**config.mk**
```make
export PLATFORM = sky130hd
export DESIGN_NAME = wiz_bus_seq
export DESIGN_NICKNAME = d
export VERILOG_FILES = /design/src/rtl/wiz_bus_seq.sv
export SDC_FILE = /design/constraint.sdc
export NUM_CORES = 1
export LEC_CHECK = 0
export ABC_AREA = 1
export CORE_MARGIN = 2
export CORE_UTILIZATION = 40
export DETAILED_ROUTE_END_ITERATION = 10
export PLACE_DENSITY_LB_ADDON = 0.3
export RECOVER_POWER = 50
export SYNTH_ARGS = -nofsm -noshare
export SYNTH_HDL_FRONTEND = slang
export SYNTH_SLANG_ARGS = --single-unit
```
**constraint.sdc**
```tcl
create_clock -name fclk -period 1.25 [get_ports fclk]
set_input_delay 0.25 -clock fclk [delete_from_list [all_inputs] [get_ports fclk]]
set_output_delay 0.25 -clock fclk [all_outputs]
set_load 0.01 [all_outputs]
```
**src/rtl/wiz_bus_seq.sv**
```systemverilog
// W5300 host-bus cycle sequencer: arbitrates Z80 host accesses against an interrupt-register poller.
// Define WIZSEQ_POLL_EN to build the poller, ir_status and irq logic; otherwise only host cycles run.
module wiz_bus_seq #(
    parameter int unsigned SETUP_CYC   = 1,
    parameter int unsigned STROBE_CYC  = 4,
    parameter int unsigned HOLD_CYC    = 1,
    parameter int unsigned POLL_PERIOD = 1024,
    parameter logic [9:0]  IR_ADDR     = 10'h002
) (
    input  logic       fclk,
    input  logic       rst_n,
    input  logic       host_req,
    input  logic       host_rnw,
    input  logic [9:0] host_addr,
    input  logic [7:0] host_wdata,
    output logic       host_ack,
    output logic [7:0] host_rdata,
    input  logic       poll_en,
    input  logic [7:0] irq_mask,
    output logic       irq,
    output logic       busy,
    output logic [9:0] w5300_addr,
    output logic [7:0] w5300_dout,
    output logic       w5300_doe,
    input  logic [7:0] w5300_din,
    output logic       w5300_cs_n,
    output logic       w5300_rd_n,
    output logic       w5300_wr_n
);

    localparam logic [1:0] ST_IDLE   = 2'd0;
    localparam logic [1:0] ST_SETUP  = 2'd1;
    localparam logic [1:0] ST_STROBE = 2'd2;
    localparam logic [1:0] ST_HOLD   = 2'd3;

    localparam logic [3:0] SETUP_LD  = 4'(SETUP_CYC - 1);
    localparam logic [3:0] STROBE_LD = 4'(STROBE_CYC - 1);
    localparam logic [3:0] HOLD_LD   = 4'(HOLD_CYC - 1);

    logic [1:0] state_q, state_d;
    logic [3:0] cnt_q, cnt_d;
    logic       owner_poll_q, owner_poll_d;
    logic       rnw_q, rnw_d;
    logic [9:0] addr_q, addr_d;
    logic [7:0] dout_q, dout_d;
    logic       doe_q, doe_d;
    logic       cs_n_q, cs_n_d;
    logic       rd_n_q, rd_n_d;
    logic       wr_n_q, wr_n_d;
    logic       host_ack_q, host_ack_d;
    logic [7:0] host_rdata_q, host_rdata_d;
    logic [7:0] rd_buf_q, rd_buf_d;

    logic       poll_pend, poll_force;
    logic       grant_poll, poll_done, host_ir_clr;

    always_comb begin
        state_d      = state_q;
        cnt_d        = cnt_q;
        owner_poll_d = owner_poll_q;
        rnw_d        = rnw_q;
        addr_d       = addr_q;
        dout_d       = dout_q;
        doe_d        = doe_q;
        cs_n_d       = cs_n_q;
        rd_n_d       = 1'b1;
        wr_n_d       = 1'b1;
        host_ack_d   = 1'b0;
        host_rdata_d = host_rdata_q;
        rd_buf_d     = rd_buf_q;
        grant_poll   = 1'b0;
        poll_done    = 1'b0;
        host_ir_clr  = 1'b0;

        case (state_q)
            ST_IDLE: begin
                // The ack cycle never grants, so a host still holding req there is not re-served.
                if (!host_ack_q && (poll_force || host_req || poll_pend)) begin
                    state_d = ST_SETUP;
                    cnt_d   = SETUP_LD;
                    cs_n_d  = 1'b0;
                    if (poll_force || !host_req) begin
                        grant_poll   = 1'b1;
                        owner_poll_d = 1'b1;
                        rnw_d        = 1'b1;
                        addr_d       = IR_ADDR;
                        doe_d        = 1'b0;
                    end else begin
                        owner_poll_d = 1'b0;
                        rnw_d        = host_rnw;
                        addr_d       = host_addr;
                        dout_d       = host_wdata;
                        doe_d        = !host_rnw;
                    end
                end
            end
            ST_SETUP: begin
                if (cnt_q == 4'd0) begin
                    state_d = ST_STROBE;
                    cnt_d   = STROBE_LD;
                    rd_n_d  = !rnw_q;
                    wr_n_d  = rnw_q;
                end else begin
                    cnt_d = cnt_q - 4'd1;
                end
            end
            ST_STROBE: begin
                if (cnt_q == 4'd0) begin
                    state_d  = ST_HOLD;
                    cnt_d    = HOLD_LD;
                    rd_buf_d = w5300_din;
                end else begin
                    cnt_d  = cnt_q - 4'd1;
                    rd_n_d = !rnw_q;
                    wr_n_d = rnw_q;
                end
            end
            ST_HOLD: begin
                if (cnt_q == 4'd0) begin
                    state_d = ST_IDLE;
                    cs_n_d  = 1'b1;
                    doe_d   = 1'b0;
                    if (owner_poll_q) begin
                        poll_done = 1'b1;
                    end else begin
                        host_ack_d  = 1'b1;
                        host_ir_clr = (addr_q == IR_ADDR);
                        if (rnw_q) host_rdata_d = rd_buf_q;
                    end
                end else begin
                    cnt_d = cnt_q - 4'd1;
                end
            end
            default: state_d = ST_IDLE;
        endcase
    end

    always_ff @(posedge fclk or negedge rst_n) begin
        if (!rst_n) begin
            state_q      <= ST_IDLE;
            cnt_q        <= 4'd0;
            owner_poll_q <= 1'b0;
            rnw_q        <= 1'b1;
            addr_q       <= 10'd0;
            dout_q       <= 8'd0;
            doe_q        <= 1'b0;
            cs_n_q       <= 1'b1;
            rd_n_q       <= 1'b1;
            wr_n_q       <= 1'b1;
            host_ack_q   <= 1'b0;
            host_rdata_q <= 8'd0;
            rd_buf_q     <= 8'd0;
        end else begin
            state_q      <= state_d;
            cnt_q        <= cnt_d;
            owner_poll_q <= owner_poll_d;
            rnw_q        <= rnw_d;
            addr_q       <= addr_d;
            dout_q       <= dout_d;
            doe_q        <= doe_d;
            cs_n_q       <= cs_n_d;
            rd_n_q       <= rd_n_d;
            wr_n_q       <= wr_n_d;
            host_ack_q   <= host_ack_d;
            host_rdata_q <= host_rdata_d;
            rd_buf_q     <= rd_buf_d;
        end
    end

`ifdef WIZSEQ_POLL_EN
    logic [15:0] poll_cnt_q, poll_cnt_d;
    logic        poll_pend_q, poll_pend_d;
    logic        poll_force_q, poll_force_d;
    logic [7:0]  ir_status_q, ir_status_d;
    logic        irq_q, irq_d;
    logic        poll_wrap;

    always_comb begin
        poll_cnt_d   = 16'd0;
        poll_pend_d  = 1'b0;
        poll_force_d = 1'b0;
        ir_status_d  = 8'd0;
        poll_wrap    = (poll_cnt_q == 16'(POLL_PERIOD - 1));
        irq_d        = |(ir_status_q & irq_mask);
        if (poll_en) begin
            poll_cnt_d   = poll_wrap ? 16'd0 : poll_cnt_q + 16'd1;
            poll_pend_d  = poll_pend_q && !grant_poll;
            poll_force_d = poll_force_q && !grant_poll;
            // A wrap landing on the grant edge re-arms the request for the next period.
            if (poll_wrap) begin
                poll_pend_d = 1'b1;
                if (poll_pend_q) poll_force_d = 1'b1;
            end
            ir_status_d = ir_status_q;
            if (poll_done)   ir_status_d = rd_buf_q;
            if (host_ir_clr) ir_status_d = 8'd0;
        end
    end

    always_ff @(posedge fclk or negedge rst_n) begin
        if (!rst_n) begin
            poll_cnt_q   <= 16'd0;
            poll_pend_q  <= 1'b0;
            poll_force_q <= 1'b0;
            ir_status_q  <= 8'd0;
            irq_q        <= 1'b0;
        end else begin
            poll_cnt_q   <= poll_cnt_d;
            poll_pend_q  <= poll_pend_d;
            poll_force_q <= poll_force_d;
            ir_status_q  <= ir_status_d;
            irq_q        <= irq_d;
        end
    end

    assign poll_pend  = poll_pend_q;
    assign poll_force = poll_force_q;
    assign irq        = irq_q;
`else
    logic unused_poll;
    assign unused_poll = ^{poll_en, irq_mask, grant_poll, poll_done, host_ir_clr};
    assign poll_pend   = 1'b0;
    assign poll_force  = 1'b0;
    assign irq         = 1'b0;
`endif

    assign busy       = (state_q != ST_IDLE);
    assign host_ack   = host_ack_q;
    assign host_rdata = host_rdata_q;
    assign w5300_addr = addr_q;
    assign w5300_dout = dout_q;
    assign w5300_doe  = doe_q;
    assign w5300_cs_n = cs_n_q;
    assign w5300_rd_n = rd_n_q;
    assign w5300_wr_n = wr_n_q;

endmodule

```
==> Word level (Yosys, flattened, before mapping) <==
Index checks and enable logic that the tools add are counted.
{ "op_classes": {"mux": 29, "bitwise": 1, "n_reduce_logical": 15, "n_addsub": 1, "n_eq_ne": 8} }
{ "op_table": {"columns": ["cell", "count"], "rows": [
  ["$mux W4", 4],
  ["$pmux W4 S4", 1],
  ["$mux W1", 14],
  ["$mux W10", 1],
  ["$ne A2 B2 Y1 const B", 5],
  ["$mux W2", 4],
  ["$pmux W1 S2", 4],
  ["$pmux W2 S4", 1],
  ["$reduce_and A4 Y1", 2],
  ["$reduce_and A2 Y1", 3],
  ["$reduce_and A3 Y1", 2],
  ["$eq A2 B2 Y1 const B", 2],
  ["$logic_not A4 Y1", 1],
  ["$reduce_bool A2 Y1", 2],
  ["$sub A4 B1 Y4 const B", 1],
  ["$logic_not A1 Y1", 3],
  ["$eq A2 B1 Y1 const B", 1],
  ["$logic_not A2 Y1", 1],
  ["$logic_and A1 B1 Y1", 1],
  ["$not A1 Y1", 1]
]} }
{ "word_totals": {"word_cells": 67, "inputBits": 39, "reg_bits": 47, "out_inout_bits": 33} }

==> Longest topological paths before layout <==
{ "depth": {"word_depth": 4, "mapped_depth": 8, "depth_no_buf": 8} }

==> Worst setup path after synthesis <==
Ideal clock, no wire load.
{ "synth_timing": {"kind": "reg2reg", "start": "reg state_q[0]", "end": "reg addr_q[1], in the netlist w5300_addr[1]", "path_stages_with_launch": 6, "period_less_slack_ps": 1357, "slack_ps": -107, "arrival_ps": 1233, "required_time_ps": 1125, "n_path_buf": 1, "setup_ps": 125, "path_cell_list": "dfrtp_1 inv_1 ha_1 nand2_2 buf_6 mux2_2"} }
{ "synth_between": {"elab_chain_len": 2} }
{ "synth_rtl": {"columns": ["item", "line_no", "source"], "rows": [
  ["start: declaration", "40", "logic [1:0] state_q, state_d;"],
  ["start signal: assignment", "154", "state_q <= state_d;"],
  ["$logic_not A2 Y1", "75", "case (state_q)"],
  ["$reduce_and A2 Y1 (no line)", null, null],
  ["end signal: assignment", "158", "addr_q <= addr_d;"],
  ["end: declaration", "44", "logic [9:0] addr_q, addr_d;"]
]} }
Every way passes these cells.
A chain may end at the register's enable or synchronous reset.

==> Final worst setup path <==
{ "layout_timing": {"start": "reg state_q[0]", "end": "reg addr_q[7], in the netlist w5300_addr[7]"} }
Same word-level chain as after synthesis.

==> results_dict.tcl <==
set metrics [dict create \
    min_period_ns 1.42 \
    gp_congestion 0.837 \
    synth.distinct_cells 26 \
    fin_area_um2 3450 \
    worstPathRequired_ns 1.44 \
    antennaDiodeCount 0 \
    cts_buffer_depth 2 \
    fp.dieW_um 76.1 \
    p_sw_frac 0.384 \
    rsz0062_at_grt "true" \
    syn_nets 242 \
    ctsHtreeMaxLevel 2 \
    hold_slack_ns 0.473 \
    grt_pass1_vias 1751 \
    whs_endpoint "w5300_cs_n" \
    pwr-share-clk 0.103 \
    initial_core_util 0.410 \
    hold_violations 0 \
    setup_ws_ns -0.166 \
    setup_viol 43 \
    viasPerCell 4.61 \
    grt_antenna_before_repair 0 \
    cp_cell_sequence "inv_2 -> ha_4 -> buf_6 -> nand2_8 -> buf_12 -> mux2_4" \
    grt_start_max_net_pins 48 \
    pwr-share-seq 0.309 \
    synth_cells 197 \
    dieArea_um2 5800 \
    cts_sinks 47 \
    leakage_nw 1.70 \
    max_cap_violations 0 \
    violations "negative setup slack" \
    min_path_cells 2 \
    io_buffers 61 \
    power.total_mw 8.70 \
    std_cell_rows 26 \
    fp.dieH_um 76.1 \
    cts_tree "yes" \
    powerDensity_nw_per_um2 2520 \
    layout_common_cells "42 x dfrtp_1, 34 x nand2_1, 28 x clkdlybuf4s50_1, 28 x buf_4" \
    pwr-share-comb 0.588 \
    yosys_warnings 0 \
    clock_tree.root_cell "clkbuf_8" \
    p_int_mw 5.36 \
    cp_slowest_cell "dfrtp_1" \
    ys_seq_area_frac 0.568 \
    fin_worst_skew_ns 0.00547 \
    place_area_um2 2970 \
    numCtsBuffers 5 \
    crit_fanout 10 \
    drc_errors 0 \
    drive_gt1_frac 0.434 \
    drt_wl_total_um 4840 \
    netlist_area_um2 2080 \
    p_switching_mw 3.34 \
    fin_nets 346 \
    slew_viol_final 0 \
    crit_type "flop to flop" \
    clk_pin_slew_ns 0.09 \
    min_from "w5300_cs_n" \
    startpoint_type "flop" \
    syn_avg_cell_area_um2 10.6 \
    first_pass_iters 4 \
    status "finished, violations left" \
    ant_nets 0 \
    core_um2 5070 \
    drtIter0Drc 77 \
    r2r-end "w5300_addr[7]" \
    crit_arrival_ns 1.60 \
    post-route-period-util 1.13 \
    ys_seq_elements 47 \
    startpoint "state_q[0]" \
    tightest_slew_ns 0.615 \
    via_count 1714 \
    crit_path_end_kind "flop" \
    wire_per_inst_um 13.0 \
    fmax_mhz 706 \
    io_pins 72 \
    hpwl_um 3120 \
    synthToLayoutAreaGrowth_pct 65.6 \
    max_stage_delay_ns 0.41 \
    r2r_setup_slack_ns -0.17 \
    reg2regPathDepth 6 \
    final_common_cell "dfrtp_1" \
    holdCritPathClass "flop to flop" \
    slew_headroom 0.590 \
    grt_usage 0.175 \
    clk_latency_ns 0.30 \
    vdd_drop_max_uv 1160 \
    globalRoute.totalOverflow 0 \
    r2r-start "state_q[0]" \
    grt_pass1_wl_um 8140 \
]
[Yosys cell counts]
| cell type | number | share of area |
|---|---|---|
| dfrtp_1 | 43 | 0.52 |
| clkbuf_1 | 1 | 0.0018 |
| inv_1 | 16 | 0.029 |
| buf_6 | 2 | 0.011 |
| buf_2 | 1 | 0.0024 |
| and3_1 | 1 | 0.0030 |
| conb_1 | 1 | 0.0018 |
| nand2_1 | 52 | 0.094 |
| nand3_1 | 22 | 0.053 |
| mux2_4 | 1 | 0.0072 |
| nor2_1 | 5 | 0.0090 |
| nor2_4 | 1 | 0.0054 |
| nand2_4 | 3 | 0.016 |
| mux2_2 | 17 | 0.092 |
| nand3_4 | 1 | 0.0084 |
| inv_6 | 1 | 0.0042 |
| o21ai_1 | 3 | 0.0072 |
| ha_1 | 6 | 0.036 |
| nor2_8 | 1 | 0.0096 |
| o21ai_0 | 8 | 0.019 |
| dfstp_2 | 4 | 0.051 |
| nand2_2 | 1 | 0.0030 |
| a21oi_1 | 3 | 0.0072 |
| o21ai_2 | 1 | 0.0042 |
| xor2_1 | 1 | 0.0042 |
| buf_4 | 1 | 0.0036 |
[metal layers]
| layer | global-route usage | part of all wire | vias up |
|---|---|---|---|
| met5 | 0 | 0 | - |
| met1 | 0.213 | 0.42 | 821 |
| met3 | 0.0296 | 0.035 | 8 |
| met2 | 0.309 | 0.53 | 42 |
| met4 | 0.0745 | 0.018 | 0 |
| li1 | - | - | 843 |
[stage by stage]
stage	setup TNS, ns	util	std cells	setup slack [ns]
after global routing	-6.77	0.679	372	-0.204
after floorplan	-0.921	-	197	-0.0527
final	-4.38	0.679	372	-0.166
after detailed placement	-8.54	0.584	345	-0.300
after global placement	-8.21	0.584	345	-0.312
after CTS	-4.06	0.645	359	-0.210
[final cells by class]
| class | count | area, um^2 |
|---|---|---|
| fill | 419 | 1630 |
| sequential | 47 | 1180 |
| multi-input combinational | 128 | 1050 |
| timing repair buffer | 102 | 962 |
| tap | 70 | 87.6 |
| inverter | 17 | 71.3 |
| clock buffer | 5 | 68.8 |
| clock inverter | 3 | 20.0 |
[worst max path at each step]
stage          cells past startpoint             to  slack [ns]
5_1_grt                            6  w5300_addr[7]       -0.20
2_1_floorplan                      5  w5300_addr[1]       -0.05
6_report                           6  w5300_addr[7]       -0.17
4_1_cts                            7  w5300_addr[0]       -0.21
3_5_place_dp                       6  w5300_dout[5]       -0.30
3_3_place_gp                       6  w5300_dout[5]       -0.31
[timing repair]
| item | 4_1_cts | 5_1_grt |
|---|---|---|
| buffers inserted | 4 | 14 |
| hold endpoints to repair | 43 | 0 |
| cloned | 2 | 0 |
| setup endpoints to repair | 78 | 62 |
| gates resized for setup | 103 | 42 |
| pin swaps | 12 | 16 |
| hold buffers | 1 | 0 |
[critical path: cells and delay by family (launching register included)]
kind / cells / cell delay, ns
adders and majority gates: 1 / 0.15
buffers and inverters: 3 / 0.37
DFF: 1 / 0.41
muxes: 1 / 0.30
and+or+nand+nor: 1 / 0.07
[power by group through the flow]
stage               clock network [mW]  registers (mW)  logic (mW)
global route                     0.983            2.79        5.55
global placement                     0            2.66        3.97
finish                           0.895            2.69        5.11
floorplan                            0            2.83        1.95
detailed placement                   0            2.67        4.09
CTS                              0.934            2.66        4.59
[registers in the layout, indices dropped and copies added, names as in the netlist]
signal        cells
host_rdata        8
w5300_rd_n        1
w5300_cs_n        1
w5300_dout        8
owner_poll_q      1
host_ack          1
cnt_q             4
rnw_q             1
w5300_wr_n        1
w5300_doe         1
state_q           2
w5300_addr       10
rd_buf_q          8
[cells by family after synthesis]
kind of cell    share of synthesized area
buf+inv                            0.0517
xor+xnor                          0.00421
mux                                0.0992
flops                               0.568
other cells                       0.00180
compound gates                     0.0379
fa+ha+maj                          0.0361
simple gates                        0.201
(Power assumes the default switching activity.)
==> RTL change 1 (same settings) <==
Change the parameter `HOLD_CYC` from 1 to 0.
--- a/src/rtl/wiz_bus_seq.sv
+++ b/src/rtl/wiz_bus_seq.sv
@@ -3,7 +3,7 @@
 module wiz_bus_seq #(
     parameter int unsigned SETUP_CYC   = 1,
     parameter int unsigned STROBE_CYC  = 4,
-    parameter int unsigned HOLD_CYC    = 1,
+    parameter int unsigned HOLD_CYC    = 0,
     parameter int unsigned POLL_PERIOD = 1024,
     parameter logic [9:0]  IR_ADDR     = 10'h002
 ) (
Function: changed (Yosys sat finds a counterexample within 10 cycles, from zero or initial values and one cycle with rst_n low).
==> RTL change 1 against the unedited design <==
The flow still finishes with violations (setup timing). Synthesized area down 1.3%. Die area decreased by 1.3%. Wire length rose by 4.5%. Setup slack worse by 0.046 ns. Power grew 5.7%. Sequential cell count unchanged. Cell area decreased by 0.15%.
==> RTL change 1: results (changes against the unedited design) <==
Status:
- The flow ran to the end, but the final reports show violations.
- The final reports fail on setup timing.

Synth:
- The mapped cell area is 2050 um2 (-1.3%).
- The fraction of the mapped netlist area in adder cells came to 0.0305 (-0.00561).
- The count of cell types in the netlist is 25 (-3.8%).
- In the post-synthesis netlist, the biggest area contributors are dfrtp_1, mux2_2, nand2_1, dfstp_2, inv_1.
- The count of mapped cells out of synthesis was 191 (-3.0%).
- The area fraction in compound gates after synthesis came to 0.0841 (+0.0462).

Setup path:
- The highest net fanout along the worst path is 4 (-6).
- In this run the critical register-to-register path is launched from state_q[1]$_DFFE_PN0P_.
- The depth of the most critical reg-to-reg path is 9 (+3).
- The arrival time of data at the critical path endpoint is 1.65 ns (+0.05 ns).

Placed design:
- The post-detailed-placement half-perimeter wirelength was 3080 um (-1.3%).
- The post-placement cell area is 2960 um2 (-0.34%).
- The placer's final routability congestion estimate is 0.819 (-2.2%).

Finish:
- The register fraction of the total cell area is 0.343 (about the same).
- The final core area utilization came to 0.682 (+0.00339).
- The total of fill cells in the finished design is 411 (-1.9%).
- The number of ordinary inverters in the final layout was 24 (+7).
- The total number of multi-input combinational cells is 117 (-8.6%).
- The count of clock-net buffers in the final layout is 6 (+1).
- The number of buffers outside the clock class in the layout is 100 (-2.0%).

Power and ir drop:
- The relative contribution of sequential cells to total power was 0.296 (-0.013).
- The largest voltage drop on the vdd net came to 1.54 mV (+33%).

Global routing:
- The met3 global-route usage is 0.0476 (+0.0180).
- The number of global-route vias before repair is 1,605 (-8.3%).
- The first-pass GRT wire length is 7180 um (-12%).
- The global-route usage over all layers is 0.166 (-0.00954).
- The met1 demand-to-capacity share in global routing came to 0.209 (-0.00440).

Timing:
- The final sum of negative setup slack is -7.03 ns (-2.65 ns).
- The final setup violation count is 47 (+9.3%).
- The transition time of the tightest slew-check pin is 0.630 ns (+0.0151 ns).
- The slack of the critical path is -0.212 ns (-0.0460 ns).

Drt:
- The routed length on met3 was 254 um (+49%).
- The met2 wirelength from detailed routing was 2630 um (+3.3%).
- The initial detailed-routing violation count was 57 (-26%).
RTL change 1: how the worst max path moves through the flow:
stage / from / to / slack, ns / cells after the start
floorplan: state_q[0]$_DFFE_PN0P_ / w5300_addr[2]$_DFFE_PN0P_ / -0.05 / 5
global placement: host_req / cnt_q[2]$_DFFE_PN0P_ / -0.29 / 9
detailed placement: host_req / cnt_q[2]$_DFFE_PN0P_ / -0.36 / 9
CTS: state_q[0]$_DFFE_PN0P_ / host_rdata[0]$_DFFE_PN0P_ / -0.19 / 8
global route: state_q[1]$_DFFE_PN0P_ / host_rdata[1]$_DFFE_PN0P_ / -0.29 / 6
finish: state_q[1]$_DFFE_PN0P_ / state_q[1]$_DFFE_PN0P_ / -0.21 / 9
RTL change 1: worst min-delay path: cells and delay by family, from the launching register on:
family | cells | cell delay [ns]
AOI/OAI and AO/OA | 2 | 0.09
DFF | 1 | 0.38
==> RTL change 2 (same flow settings) <==
Without the edit above. Take the reset off `addr_q`, `dout_q`, `host_rdata_q` and `rd_buf_q` and load them in a clocked block of their own.
--- a/src/rtl/wiz_bus_seq.sv
+++ b/src/rtl/wiz_bus_seq.sv
@@ -141,30 +141,29 @@
             cnt_q        <= 4'd0;
             owner_poll_q <= 1'b0;
             rnw_q        <= 1'b1;
-            addr_q       <= 10'd0;
-            dout_q       <= 8'd0;
             doe_q        <= 1'b0;
             cs_n_q       <= 1'b1;
             rd_n_q       <= 1'b1;
             wr_n_q       <= 1'b1;
             host_ack_q   <= 1'b0;
-            host_rdata_q <= 8'd0;
-            rd_buf_q     <= 8'd0;
         end else begin
             state_q      <= state_d;
             cnt_q        <= cnt_d;
             owner_poll_q <= owner_poll_d;
             rnw_q        <= rnw_d;
-            addr_q       <= addr_d;
-            dout_q       <= dout_d;
             doe_q        <= doe_d;
             cs_n_q       <= cs_n_d;
             rd_n_q       <= rd_n_d;
             wr_n_q       <= wr_n_d;
             host_ack_q   <= host_ack_d;
-            host_rdata_q <= host_rdata_d;
-            rd_buf_q     <= rd_buf_d;
         end
+    end
+
+    always_ff @(posedge fclk) begin
+        addr_q       <= addr_d;
+        dout_q       <= dout_d;
+        host_rdata_q <= host_rdata_d;
+        rd_buf_q     <= rd_buf_d;
     end
 
 `ifdef WIZSEQ_POLL_EN
Function: changed (a bounded check fails within 4 cycles, from zero or initial values and one cycle with rst_n low).
==> RTL change 2 against the unedited design <==
The flow still finishes with violations (setup timing). Critical path depth shrank 1. Wire length shrank 19%. Sequential cell count unchanged. Power shrank 21%. Synthesized area shrank 9.4%. Cell area decreased by 12%. Setup slack improved by 0.041 ns. Core utilization is 0.54 points higher. Critical path type unchanged. Largest cell class unchanged. Largest power group unchanged.
==> RTL change 2: results (changes against the unedited design) <==
Worst hold path:
- In this run the most critical hold path is launched from rd_buf_q[2]$_DFFE_PP_.
- For hold timing, the worst endpoint is host_rdata[2]$_DFFE_PP_.
- The depth of the worst hold-timing path is 0 (-2).

Clock tree:
- The count of instances resized after the clock tree is built came to 61 (-41%).
- The maximum root-to-sink buffer count came to 2 (unchanged).
- The buffer count from post-CTS setup fixing is 1 (-3).
- The worst-skew pair later-pin latency is between 0.2 and 0.3 ns.

Status:
- The checks that failed: setup timing.
- The run finished, with violations left.

Setup path:
- The most critical setup path has its startpoint at state_q[1]$_DFFE_PN0P_.
- The depth of the most critical reg-to-reg path is 5 (-1).
- The largest single stage delay on the critical path is approximately 0.4 ns.
- The highest net fanout along the worst path is 8 (-2).
- The termination of the worst setup path is host_rdata[6]$_DFFE_PP_.
- The arrival time of data at the critical path endpoint was 1.39 ns (-0.21 ns).

Synth:
- The parity-gate share of the synthesized area counting xor and xnor cells is 0.00465 (+0.000439).
- The mux share of post-synthesis cell area is 0 (-0.0992).
- The count of mapped cells out of synthesis is 148 (-25%).
- Sorting the synthesized cells by area gives the leading types as edfxtp_1, dfrtp_1, nand2_1, dfstp_2, ha_1.
- The sequential-to-total area share from yosys stat is 0.717 (+0.149).
- The number of flops mapped to enable cells by yosys was 34 (+34).
- The fraction of the mapped netlist area in adder cells was 0.0398 (+0.00376).
- Sorting the synthesized cells by how often they occur yields edfxtp_1, nand2_1, inv_1, dfrtp_1.
- The area fraction in compound gates after synthesis was 0.0591 (+0.0212).
- The share of flip-flops with an asynchronous set or reset after synthesis is 0.277 (-0.723).
- The synthesized net count is 193 (-20%).

Timing:
- The final setup violation count is 44 (+2.3%).
- The worst hold slack is 0.424 ns (-0.0498 ns).
- The tightest slew margin relative to the limit is 0.539 (-0.0510).
- The slack of the critical path was -0.125 ns (+0.0406 ns).
- The final sum of negative setup slack is -3.79 ns (+0.593 ns).
- The portion of the clock cycle consumed by the worst path in the final layout is 1.10 (-0.0325).

Placed design:
- The post-placement cell area is 2820 um2 (-4.9%).
- The placed instance count was 280 (-19%).
- The setup slack after placement is -0.323 ns (-0.0233 ns).
- The placer's final routability congestion estimate is 0.808 (-3.5%).

Global routing:
- The number of global-route vias before repair came to 1,369 (-22%).
- The met1 demand-to-capacity share in global routing came to 0.182 (-0.0308).
- The met3 global-route usage is 0.0345 (+0.00491).
- The pin count of the biggest net entering global routing is 15 (-69%).
- The global-route usage over all layers is 0.159 (-0.0168).

Finish:
- The total of fill cells in the finished design is 314 (-25%).
- The flip-flop and latch area is 1350 um2 (+14%).
- The final cell count without fillers is 289 (-22%).
- The share of layout cells above drive strength 1 is 0.308 (-0.126).
- The total inserted antenna cells is 0 (unchanged).

Drt:
- The met2 wirelength from detailed routing is 2100 um (-18%).
- The routed via count divided by cell count is 4.76 (+3.4%).
- The initial detailed-routing violation count is 53 (-31%).
- The wire length on met1 was 1560 um (-23%).
- The routed length on met3 was 159 um (-6.5%).

Power and ir drop:
- The largest voltage drop on the vdd net came to 1.18 mV (+1.7%).
-- RTL change 2: cell count changes in the layout (fill, tap and decap cells not counted), sizes merged, moves of 7 or more --
cell and delta:
inv +7, dfrtp -34, nand3 -14, buf -19
clkdlybuf4s50 -16, nand2 -23, dlygate4sd3 +16, clkdlybuf4s15 -9
dlygate4sd2 +9, edfxtp +34, mux2 -18
-- RTL change 2: layout make-up --
type | instances | area share
clock buffer | 6 | 0.0239
clock inverter | 2 | 0.0197
tap | 52 | 0.0214
multi-input combinational | 74 | 0.193
sequential | 47 | 0.444
timing repair buffer | 83 | 0.263
inverter | 25 | 0.0346
-- RTL change 2: power groups by stage --
stage | Sequential [W] | Clock [W] | Combinational, W
6_report | 0.00227 | 0.00129 | 0.00330
5_1_grt | 0.00230 | 0.00138 | 0.00357
4_1_cts | 0.00227 | 0.00130 | 0.00302
3_5_place_dp | 0.00230 | 0 | 0.00290
3_3_place_gp | 0.00229 | 0 | 0.00284
2_1_floorplan | 0.00242 | 0 | 0.00146
